--- src/rtl/snax_alu_reducer_pkg.sv ---
// Shared types for the SNAX ALU result reducer.
package snax_alu_pkg;

  typedef enum logic [1:0] {
    RED_SUM  = 2'd0,
    RED_MAX  = 2'd1,
    RED_MIN  = 2'd2,
    RED_LAST = 2'd3
  } red_mode_e;

  typedef enum logic [1:0] {
    ST_IDLE   = 2'd0,
    ST_ACCUM  = 2'd1,
    ST_OUTPUT = 2'd2
  } red_state_e;

endpackage

--- src/rtl/snax_alu_reducer_if.sv ---
// Input result stream (from the ALU PE) and reduced output stream.
interface snax_alu_reducer_if #(
  parameter int unsigned DataWidth = 64
);
  logic [DataWidth-1:0] in_data_i;
  logic                 in_valid_i;
  logic                 in_ready_o;
  logic [DataWidth-1:0] out_data_o;
  logic                 out_valid_o;
  logic                 out_ready_i;

  // Reducer side.
  modport slave (
    input  in_data_i, in_valid_i, out_ready_i,
    output in_ready_o, out_data_o, out_valid_o
  );

  // PE / downstream side.
  modport master (
    output in_data_i, in_valid_i, out_ready_i,
    input  in_ready_o, out_data_o, out_valid_o
  );
endinterface

--- src/rtl/snax_alu_reduce_op.sv ---
// Combinational reduction step: next = op(acc, in), plus signed-add overflow.
module snax_alu_reduce_op
  import snax_alu_pkg::*;
#(
  parameter int unsigned DataWidth = 64
) (
  input  logic [DataWidth-1:0] acc_i,
  input  logic [DataWidth-1:0] in_i,
  input  red_mode_e            mode_i,
  output logic [DataWidth-1:0] next_o,
  output logic                 ovf_o
);

  logic [DataWidth-1:0] sum;
  assign sum = acc_i + in_i;

  // Select the reduction result; overflow only meaningful for SUM.
  always_comb begin
    next_o = acc_i;
    ovf_o  = 1'b0;
    unique case (mode_i)
      RED_SUM: begin
        next_o = sum;
        ovf_o  = (acc_i[DataWidth-1] == in_i[DataWidth-1]) &&
                 (sum[DataWidth-1] != acc_i[DataWidth-1]);
      end
      RED_MAX:  if ($signed(in_i) > $signed(acc_i)) next_o = in_i;
      RED_MIN:  if ($signed(in_i) < $signed(acc_i)) next_o = in_i;
      RED_LAST: next_o = in_i;
      default:  next_o = acc_i;
    endcase
  end

endmodule

--- src/rtl/snax_alu_reducer.sv ---
// Reduces a configured number of PE results into one word (SUM/MAX/MIN/LAST).
module snax_alu_reducer
  import snax_alu_pkg::*;
#(
  parameter int unsigned DataWidth = 64,
  parameter int unsigned CntWidth  = 16
) (
  input  logic                clk_i,
  input  logic                rst_i,
  snax_alu_reducer_if.slave   io,
  input  logic [CntWidth-1:0] cfg_len_i,
  input  logic [1:0]          cfg_mode_i,
  input  logic                start_i,
  output logic                busy_o,
  output logic                done_o,
  output logic                ovf_o
);

  red_state_e           state_q, state_d;
  red_mode_e            mode_q, mode_d;
  logic [CntWidth-1:0]  len_q, len_d;
  logic [CntWidth-1:0]  cnt_q, cnt_d;
  logic [DataWidth-1:0] acc_q, acc_d;
  logic                 ovf_q, ovf_d;
  logic                 done_q, done_d;

  logic [DataWidth-1:0] op_next;
  logic                 op_ovf;
  logic                 in_hs;

  snax_alu_reduce_op #(
    .DataWidth (DataWidth)
  ) u_op (
    .acc_i  (acc_q),
    .in_i   (io.in_data_i),
    .mode_i (mode_q),
    .next_o (op_next),
    .ovf_o  (op_ovf)
  );

  assign in_hs          = (state_q == ST_ACCUM) && io.in_valid_i;
  assign io.in_ready_o  = (state_q == ST_ACCUM);
  assign io.out_valid_o = (state_q == ST_OUTPUT);
  assign io.out_data_o  = (state_q == ST_OUTPUT) ? acc_q : '0;
  assign busy_o         = (state_q != ST_IDLE);
  assign done_o         = done_q;
  assign ovf_o          = ovf_q;

  // Next-state, counter and accumulator update.
  always_comb begin
    state_d = state_q;
    mode_d  = mode_q;
    len_d   = len_q;
    cnt_d   = cnt_q;
    acc_d   = acc_q;
    ovf_d   = ovf_q;
    done_d  = 1'b0;
    unique case (state_q)
      ST_IDLE: begin
        if (start_i) begin
          ovf_d = 1'b0;
          if (cfg_len_i != '0) begin
            len_d   = cfg_len_i;
            mode_d  = red_mode_e'(cfg_mode_i);
            cnt_d   = '0;
            state_d = ST_ACCUM;
          end else begin
            done_d = 1'b1;
          end
        end
      end
      ST_ACCUM: begin
        if (in_hs) begin
          // First word seeds the accumulator; the op only combines later words.
          if (cnt_q == '0) begin
            acc_d = io.in_data_i;
          end else begin
            acc_d = op_next;
            if (mode_q == RED_SUM && op_ovf) ovf_d = 1'b1;
          end
          cnt_d = cnt_q + CntWidth'(1);
          if (cnt_q == len_q - CntWidth'(1)) state_d = ST_OUTPUT;
        end
      end
      ST_OUTPUT: begin
        if (io.out_ready_i) begin
          done_d  = 1'b1;
          state_d = ST_IDLE;
        end
      end
      default: state_d = ST_IDLE;
    endcase
  end

  // State registers with asynchronous reset discarding any partial result.
  always_ff @(posedge clk_i or posedge rst_i) begin
    if (rst_i) begin
      state_q <= ST_IDLE;
      mode_q  <= RED_SUM;
      len_q   <= '0;
      cnt_q   <= '0;
      acc_q   <= '0;
      ovf_q   <= 1'b0;
      done_q  <= 1'b0;
    end else begin
      state_q <= state_d;
      mode_q  <= mode_d;
      len_q   <= len_d;
      cnt_q   <= cnt_d;
      acc_q   <= acc_d;
      ovf_q   <= ovf_d;
      done_q  <= done_d;
    end
  end

endmodule
--- src/flat_wrapper.sv ---
// flat-port wrapper written by rule: the top's interface ports become plain ports
module snax_alu_reducer_flat import snax_alu_pkg::*;
#(
  parameter int unsigned DataWidth = 64,
  parameter int unsigned CntWidth  = 16
)
  (clk_i, rst_i, cfg_len_i, cfg_mode_i, start_i, busy_o, done_o, ovf_o, io_in_data_i, io_in_valid_i, io_out_ready_i, io_in_ready_o, io_out_data_o, io_out_valid_o);
  snax_alu_reducer_if #(.DataWidth(DataWidth)) io_i ();
  input  logic clk_i;
  input  logic rst_i;
  input  logic [CntWidth-1:0] cfg_len_i;
  input  logic [1:0] cfg_mode_i;
  input  logic start_i;
  output logic busy_o;
  output logic done_o;
  output logic ovf_o;
  input wire logic [$bits(io_i.in_data_i)-1:0] io_in_data_i;
  input wire logic [$bits(io_i.in_valid_i)-1:0] io_in_valid_i;
  input wire logic [$bits(io_i.out_ready_i)-1:0] io_out_ready_i;
  output wire logic [$bits(io_i.in_ready_o)-1:0] io_in_ready_o;
  output wire logic [$bits(io_i.out_data_o)-1:0] io_out_data_o;
  output wire logic [$bits(io_i.out_valid_o)-1:0] io_out_valid_o;
  assign io_i.in_data_i = io_in_data_i;
  assign io_i.in_valid_i = io_in_valid_i;
  assign io_i.out_ready_i = io_out_ready_i;
  assign io_in_ready_o = io_i.in_ready_o;
  assign io_out_data_o = io_i.out_data_o;
  assign io_out_valid_o = io_i.out_valid_o;
  snax_alu_reducer #(.DataWidth(DataWidth), .CntWidth(CntWidth)) u_core (.clk_i(clk_i), .rst_i(rst_i), .io(io_i), .cfg_len_i(cfg_len_i), .cfg_mode_i(cfg_mode_i), .start_i(start_i), .busy_o(busy_o), .done_o(done_o), .ovf_o(ovf_o));
endmodule
--- config.mk ---
export PLATFORM = sky130hd
export DESIGN_NAME = snax_alu_reducer_flat
export DESIGN_NICKNAME = d
export VERILOG_FILES = /design/src/rtl/snax_alu_reducer_pkg.sv /design/src/rtl/snax_alu_reducer_if.sv /design/src/rtl/snax_alu_reduce_op.sv /design/src/rtl/snax_alu_reducer.sv /design/src/flat_wrapper.sv
export SDC_FILE = /design/constraint.sdc
export NUM_CORES = 1
export LEC_CHECK = 0
export CORE_AREA = 2 2 173 175
export DETAILED_ROUTE_END_ITERATION = 12
export DIE_AREA = 0 0 175 177
export PLACE_DENSITY = 0.56
export SKIP_CTS_REPAIR_TIMING = 1
export SLEW_MARGIN = 0
export SYNTH_ARGS = -nofsm -noshare
export SYNTH_HDL_FRONTEND = slang
export SYNTH_SLANG_ARGS = --single-unit
--- constraint.sdc ---
create_clock -name clk_i -period 5.98 [get_ports clk_i]
set_clock_uncertainty 0.2 [all_clocks]
set_input_delay 1.196 -clock clk_i [delete_from_list [all_inputs] [get_ports clk_i]]
set_output_delay 1.196 -clock clk_i [all_outputs]
set_load 0.02 [all_outputs]
==> After elaboration in Yosys (flattened, before gate mapping) <==
Index checks and enable logic that the tools add are counted.
{ "classes": {"n_addsub": 3, "n_lt_le_gt_ge": 2, "n_eq_ne": 17, "muxes": 25, "n_reduce_logical": 14} }
{ "op_table": {"columns": ["operator", "n"], "rows": [
  ["64-bit two-way mux", 4],
  ["64-bit one-hot mux with 4 select lines", 1],
  ["64-bit adder", 1],
  ["64-bit > comparator", 1],
  ["64-bit < comparator", 1],
  ["16-bit two-way mux", 3],
  ["16-bit one-hot mux with 2 select lines", 1],
  ["16-bit by 1-bit adder with 16-bit output, second input constant", 1],
  ["16-bit equality test", 1],
  ["16-bit logical NOT", 1],
  ["16-bit nonzero test", 1],
  ["16-bit by 1-bit subtractor with 16-bit output, second input constant", 1],
  ["2-bit two-way mux", 5],
  ["5-bit AND reduction", 2],
  ["1-bit two-way mux", 8],
  ["2-bit by 1-bit != test with 1-bit output, second input constant", 4],
  ["4-bit AND reduction", 2],
  ["2-bit equality test, second input constant", 3],
  ["2-bit != test, second input constant", 3],
  ["3-bit by 2-bit != test with 1-bit output, second input constant", 2],
  ["2-bit one-hot mux with 3 select lines", 1],
  ["2-bit by 1-bit equality test with 1-bit output, second input constant", 2],
  ["2-bit logical NOT", 2],
  ["1-bit one-hot mux with 2 select lines", 2],
  ["other kinds (5)", 8]
]} }
{ "word_totals": {"ff_bits": 102, "in_bits": 87, "out_inout_bits": 69, "elab_cells": 68} }

==> Logic depth before layout (Yosys ltp) <==
{ "logic_depth": {"ltp_word": 9, "mapped_depth": 16, "ltp_nobuf": 14} }

==> Cells and area by module <==
Synthesis repeated with hierarchy kept, for this count alone.
{ "hier_totals": {"cells_unflattened": 1687, "area_unflattened_um2": 12694.7} }
{ "by_module_without_submodules": {"columns": ["module", "instances", "cells_each", "area_per_inst_um2", "seq_area_each_um2"], "rows": [
  ["snax_alu_reduce_op", 1, 1067, 7065.5, 0.0],
  ["snax_alu_reducer", 1, 620, 5629.1, 2552.4]
]} }

==> Least setup slack after synthesis <==
OpenSTA, ideal clock, no wires.
{ "synth_path": {"path_type": "input to register", "start": "input port io_in_data_i[11]", "end": "register u_core.acc_q[0]", "setup_ns": 0.125, "arrival_ns": 3.978, "required_time_ns": 5.655, "path_slack_ns": 1.677, "path_stages": 13, "path_buffers": 2, "cell_sequence": "ha_1 -> clkbuf_1 -> nand4_1 -> or4_1 -> a21oi_1 -> or3_1 -> a21oi_1 -> o211ai_1 -> xnor2_1 -> mux2i_1 -> a211oi_2 -> buf_4 -> mux2_2"} }
{ "synth_via": {"elab_chain_len": 3, "elab_cells_between_ends": 5, "classes_between": "2 x order compare; 2 x eq/ne; 1 x reduce/logical"} }
{ "synth_lines": {"columns": ["element", "line_no", "rtl"], "rows": [
  ["from (decl)", "flat_wrapper.sv:17", "input wire logic [$bits(io_i.in_data_i)-1:0] io_in_data_i;"],
  ["64-bit < comparator or 64-bit > comparator (tied branches)", "snax_alu_reduce_op.sv:28, snax_alu_reduce_op.sv:27", null],
  ["3-bit by 2-bit != test with 1-bit output (no source line)", null, null],
  ["4-bit AND reduction (no source line) *", null, null],
  ["to (signal assigned)", "snax_alu_reducer.sv:102", "acc_q <= '0;"],
  ["to (signal assigned)", "snax_alu_reducer.sv:110", "acc_q <= acc_d;"],
  ["to (decl)", "snax_alu_reducer.sv:23", "logic [DataWidth-1:0] acc_q, acc_d;"]
]} }
Every way passes the cells marked *; elsewhere a longest branch is shown, timed or not.
A chain may end at the register's enable or synchronous reset.

==> Final worst setup path <==
{ "layout_path": {"start": "input port io_in_data_i[29]", "end": "register u_core.acc_q[57]"} }
{ "layout_via": {"elab_chain_len": 3, "elab_cells_between_ends": 8, "classes_between": "1 x add/sub; 2 x order compare; 2 x eq/ne; 2 x mux; 1 x reduce/logical"} }
{ "layout_lines": {"columns": ["element", "line_no", "rtl"], "rows": [
  ["64-bit adder, or another cell as far along", "snax_alu_reduce_op.sv:15", "assign sum = acc_i + in_i;"],
  ["64-bit one-hot mux with 4 select lines or 3-bit by 2-bit != test with 1-bit output (tied branches)", null, null],
  ["64-bit two-way mux or 4-bit AND reduction (tied branches)", null, null]
]} }
Several ways; a longest one is shown, not always the timed one.

==> flow_summary.toml <==
[die]
ios = 156
die_w_um = 175
start_util = 0.3737
core_mm2 = 0.02924
die_y_um = 177
rows = 63
die_area_mm2 = 0.03098

[grt]
grt_pass1_wl_um = 56430
grt_pass1_vias = 10590
grt_max_degree = 70
antenna_found_initial = 2
grtUsageTotal = 0.2254
grt_overflow = 0

[layout]
drive_above_1_share = 0.03440
most-common-layout-cells = "nor2_1 (179), nand2_1 (165), clkdlybuf4s50_1 (155)"
final_common_cell = "nor2_1"
area.growth.synth_to_final_pct = 20.01
fin_nets = 1812

[sta]
holdWs_ps = 300.0
max_freq_mhz = 193.7
finalCritPeriodShare = 0.8635
tightest_slew_ps = 784.4
finalHoldViolCount = 0
setup_violations = 0
rsz0062_at_grt = "false"
fin_setup_tns_ps = 0
slew_headroom = 0.4704
maxSlewViolCount = 0
fin_crit_ps = 5164

[critical_path]
endpoint_kind = "register"
cp_common_cell = "o211ai_1"
critPathRequiredTime_ps = 6070
path_cells = "clkdlybuf4s50_1 -> ha_1 -> nand4_1 -> nor3_1 -> nor4b_1 -> a21oi_1 -> o211ai_1 -> xnor2_1 -> mux2i_1 -> a211oi_4 -> buf_12 -> or4b_1 -> o211ai_1"
cp-start-kind = "input port"
critical_path.slowest_cell = "nor4b_1"
worstSetupPathType = "in -> reg"
cp.arrival_ps = 5250
crit_fanout = 57
slowest_delay_ps = 570

[detailed_routing]
drc_errors = 0
ant_nets = 0
via_count = 10760
drt-wirelength-per-cell_um = 17.36
viasPerCell = 5.407
drt_wl_total_um = 34550
dr.pass1.iters = 5
drtIter0Drc = 701

[power_and_ir_drop]
internal_power_mw = 3.083
clkPwrFrac = 0.098
switching_power_mw = 3.464
leakagePower_nw = 5.569
swShare = 0.5291
seqPwrFrac = 0.185
power_frac_comb = 0.717
powerDensity_mw_per_mm2 = 499.1
ir_drop_mv = 0.2236

[logic_synthesis]
synth_enable_flop_cells = 0
yosysUniqueCellTypes = 71
yosys.area.top_type = "dfrtp_1"
netlist_area_mm2 = 0.01093
synth_warnings = 0
synth_seq_cells = 102
synth.net_count = 1710
async_flop_share = 1.000
synth_top_area_share = 0.2336
syn_avg_cell_area_um2 = 7.324
yosysSeqAreaShare = 0.2336
synth_area_leaders = "dfrtp_1 (23%), ha_1 (15%), nor2_1 (6.1%)"
synthFlopType = "dfrtp_1"
syn_inst = 1492

[placed_design]
hpwl_um = 26670
io_buffers = 155
gp_congestion = 0.8885

[cts]
cts_made_buffers = 9
path_clk_slew_ps = 90
cts_max_level = 3
cts_tree = "built"
clk_root_buffer_cell = "clkbuf_16"
clock_latency_ps = 380
clk_path_buf_depth = 2
clock_sinks = 102

[run]
cap_viol_max_count = 0

[hold_path]
worstHoldPathType = "reg -> reg"

[outcome]
status = "complete, no violations"
cell families after synthesis:
kind of cell	after synthesis	synth area share
muxes	9	0.008816
xor gates and xnor gates	81	0.06492
adders and majority gates	131	0.1507
and+or+nand+nor	550	0.2338
DFF	102	0.2336
AOI/OAI and AO/OA	409	0.2340
buffers and inverters	210	0.07419
stage by stage:
stage                     power (mW)    util  cells  area, um^2  worst slack (ps)
final                          6.546  0.4485   1990       13120             816.1
after global routing           7.194  0.4484   1989       13110             389.4
after CTS                      6.569  0.4484   1989       13110             766.8
after detailed placement       5.880  0.4378   1973       12800             387.5
after global placement         5.859  0.4378   1973       12800             403.6
after floorplan                4.542       -   1492       10930              1677
cell type report:
cell class | instances | area (um^2)
antenna | 1 | 2.502
inverter | 132 | 498.0
clock inverter | 7 | 85.08
multi-input combinational | 1180 | 7582
clock buffer | 9 | 225.2
sequential | 102 | 2552
fill | 2979 | 16130
timing repair buffer | 169 | 1682
tap | 390 | 488.0
synthesized netlist by cell type, drive strengths merged, types with 15 or more instances:
cell type	number
dfrtp	102
o31ai	21
nand4	22
or3	17
clkbuf	65
ha	130
nor3	21
nor4	28
nor2b	22
o211ai	45
nor2	179
xnor2	59
a31oi	15
inv	132
nand3	39
a21oi	107
xor2	22
o21ai	126
nand2	165
power by group through the flow:
stage	clock [mW]	sequential, mW	combinational, mW
after floorplan	0	1.16	3.38
after global placement	0	1.21	4.65
after detailed placement	0	1.22	4.66
after CTS	0.670	1.21	4.69
after global routing	0.688	1.26	5.25
final	0.644	1.21	4.69
metal layers:
metal / vias up / global-route usage / part of all wire
li1: 5419 / - / -
met4: 0 / 0.07153 / 0.027
met1: 5042 / 0.2999 / 0.47
met2: 251 / 0.3766 / 0.46
met3: 48 / 0.03329 / 0.042
met5: - / 0 / 0
critical path, delay by kind of cell:
family,cells,cell delay [ps]
adder cells (fa/ha/maj),1,460
AND/OR/NAND/NOR,4,1570
multiplexers,1,140
AO/OA/AOI/OAI,4,960
XOR/XNOR,1,160
buffers and inverters,2,760
path summary, 6_finish.rpt:
| path | from | end | slack, ps | cells after the start |
|---|---|---|---|---|
| setup / recovery | io_in_data_i[29] | u_core.acc_q[57]$_DFFE_PP0P_ | 820 | 13 |
| hold / removal | u_core.ovf_o$_DFFE_PP0P_ | u_core.ovf_o$_DFFE_PP0P_ | 300 | 2 |
| setup reg to reg | u_core.acc_q[29]$_DFFE_PP0P_ | u_core.acc_q[57]$_DFFE_PP0P_ | 1690 | 13 |
| hold reg to reg | u_core.ovf_o$_DFFE_PP0P_ | u_core.ovf_o$_DFFE_PP0P_ | 300 | 2 |
| max in group asynchronous | rst_i | u_core.acc_q[53]$_DFFE_PP0P_ | 3720 | 3 |
| min in group asynchronous | rst_i | u_core.acc_q[11]$_DFFE_PP0P_ | 920 | 2 |
state kept, by name, indices dropped and copies added, names as in the netlist:
name and flops:
u_core.acc_q 64, u_core.cnt_q 16, u_core.done_o 1, u_core.len_q 16, u_core.mode_q 2, u_core.ovf_o 1, u_core.state_q 2
Note: power is estimated with default switching activity, not from simulation.
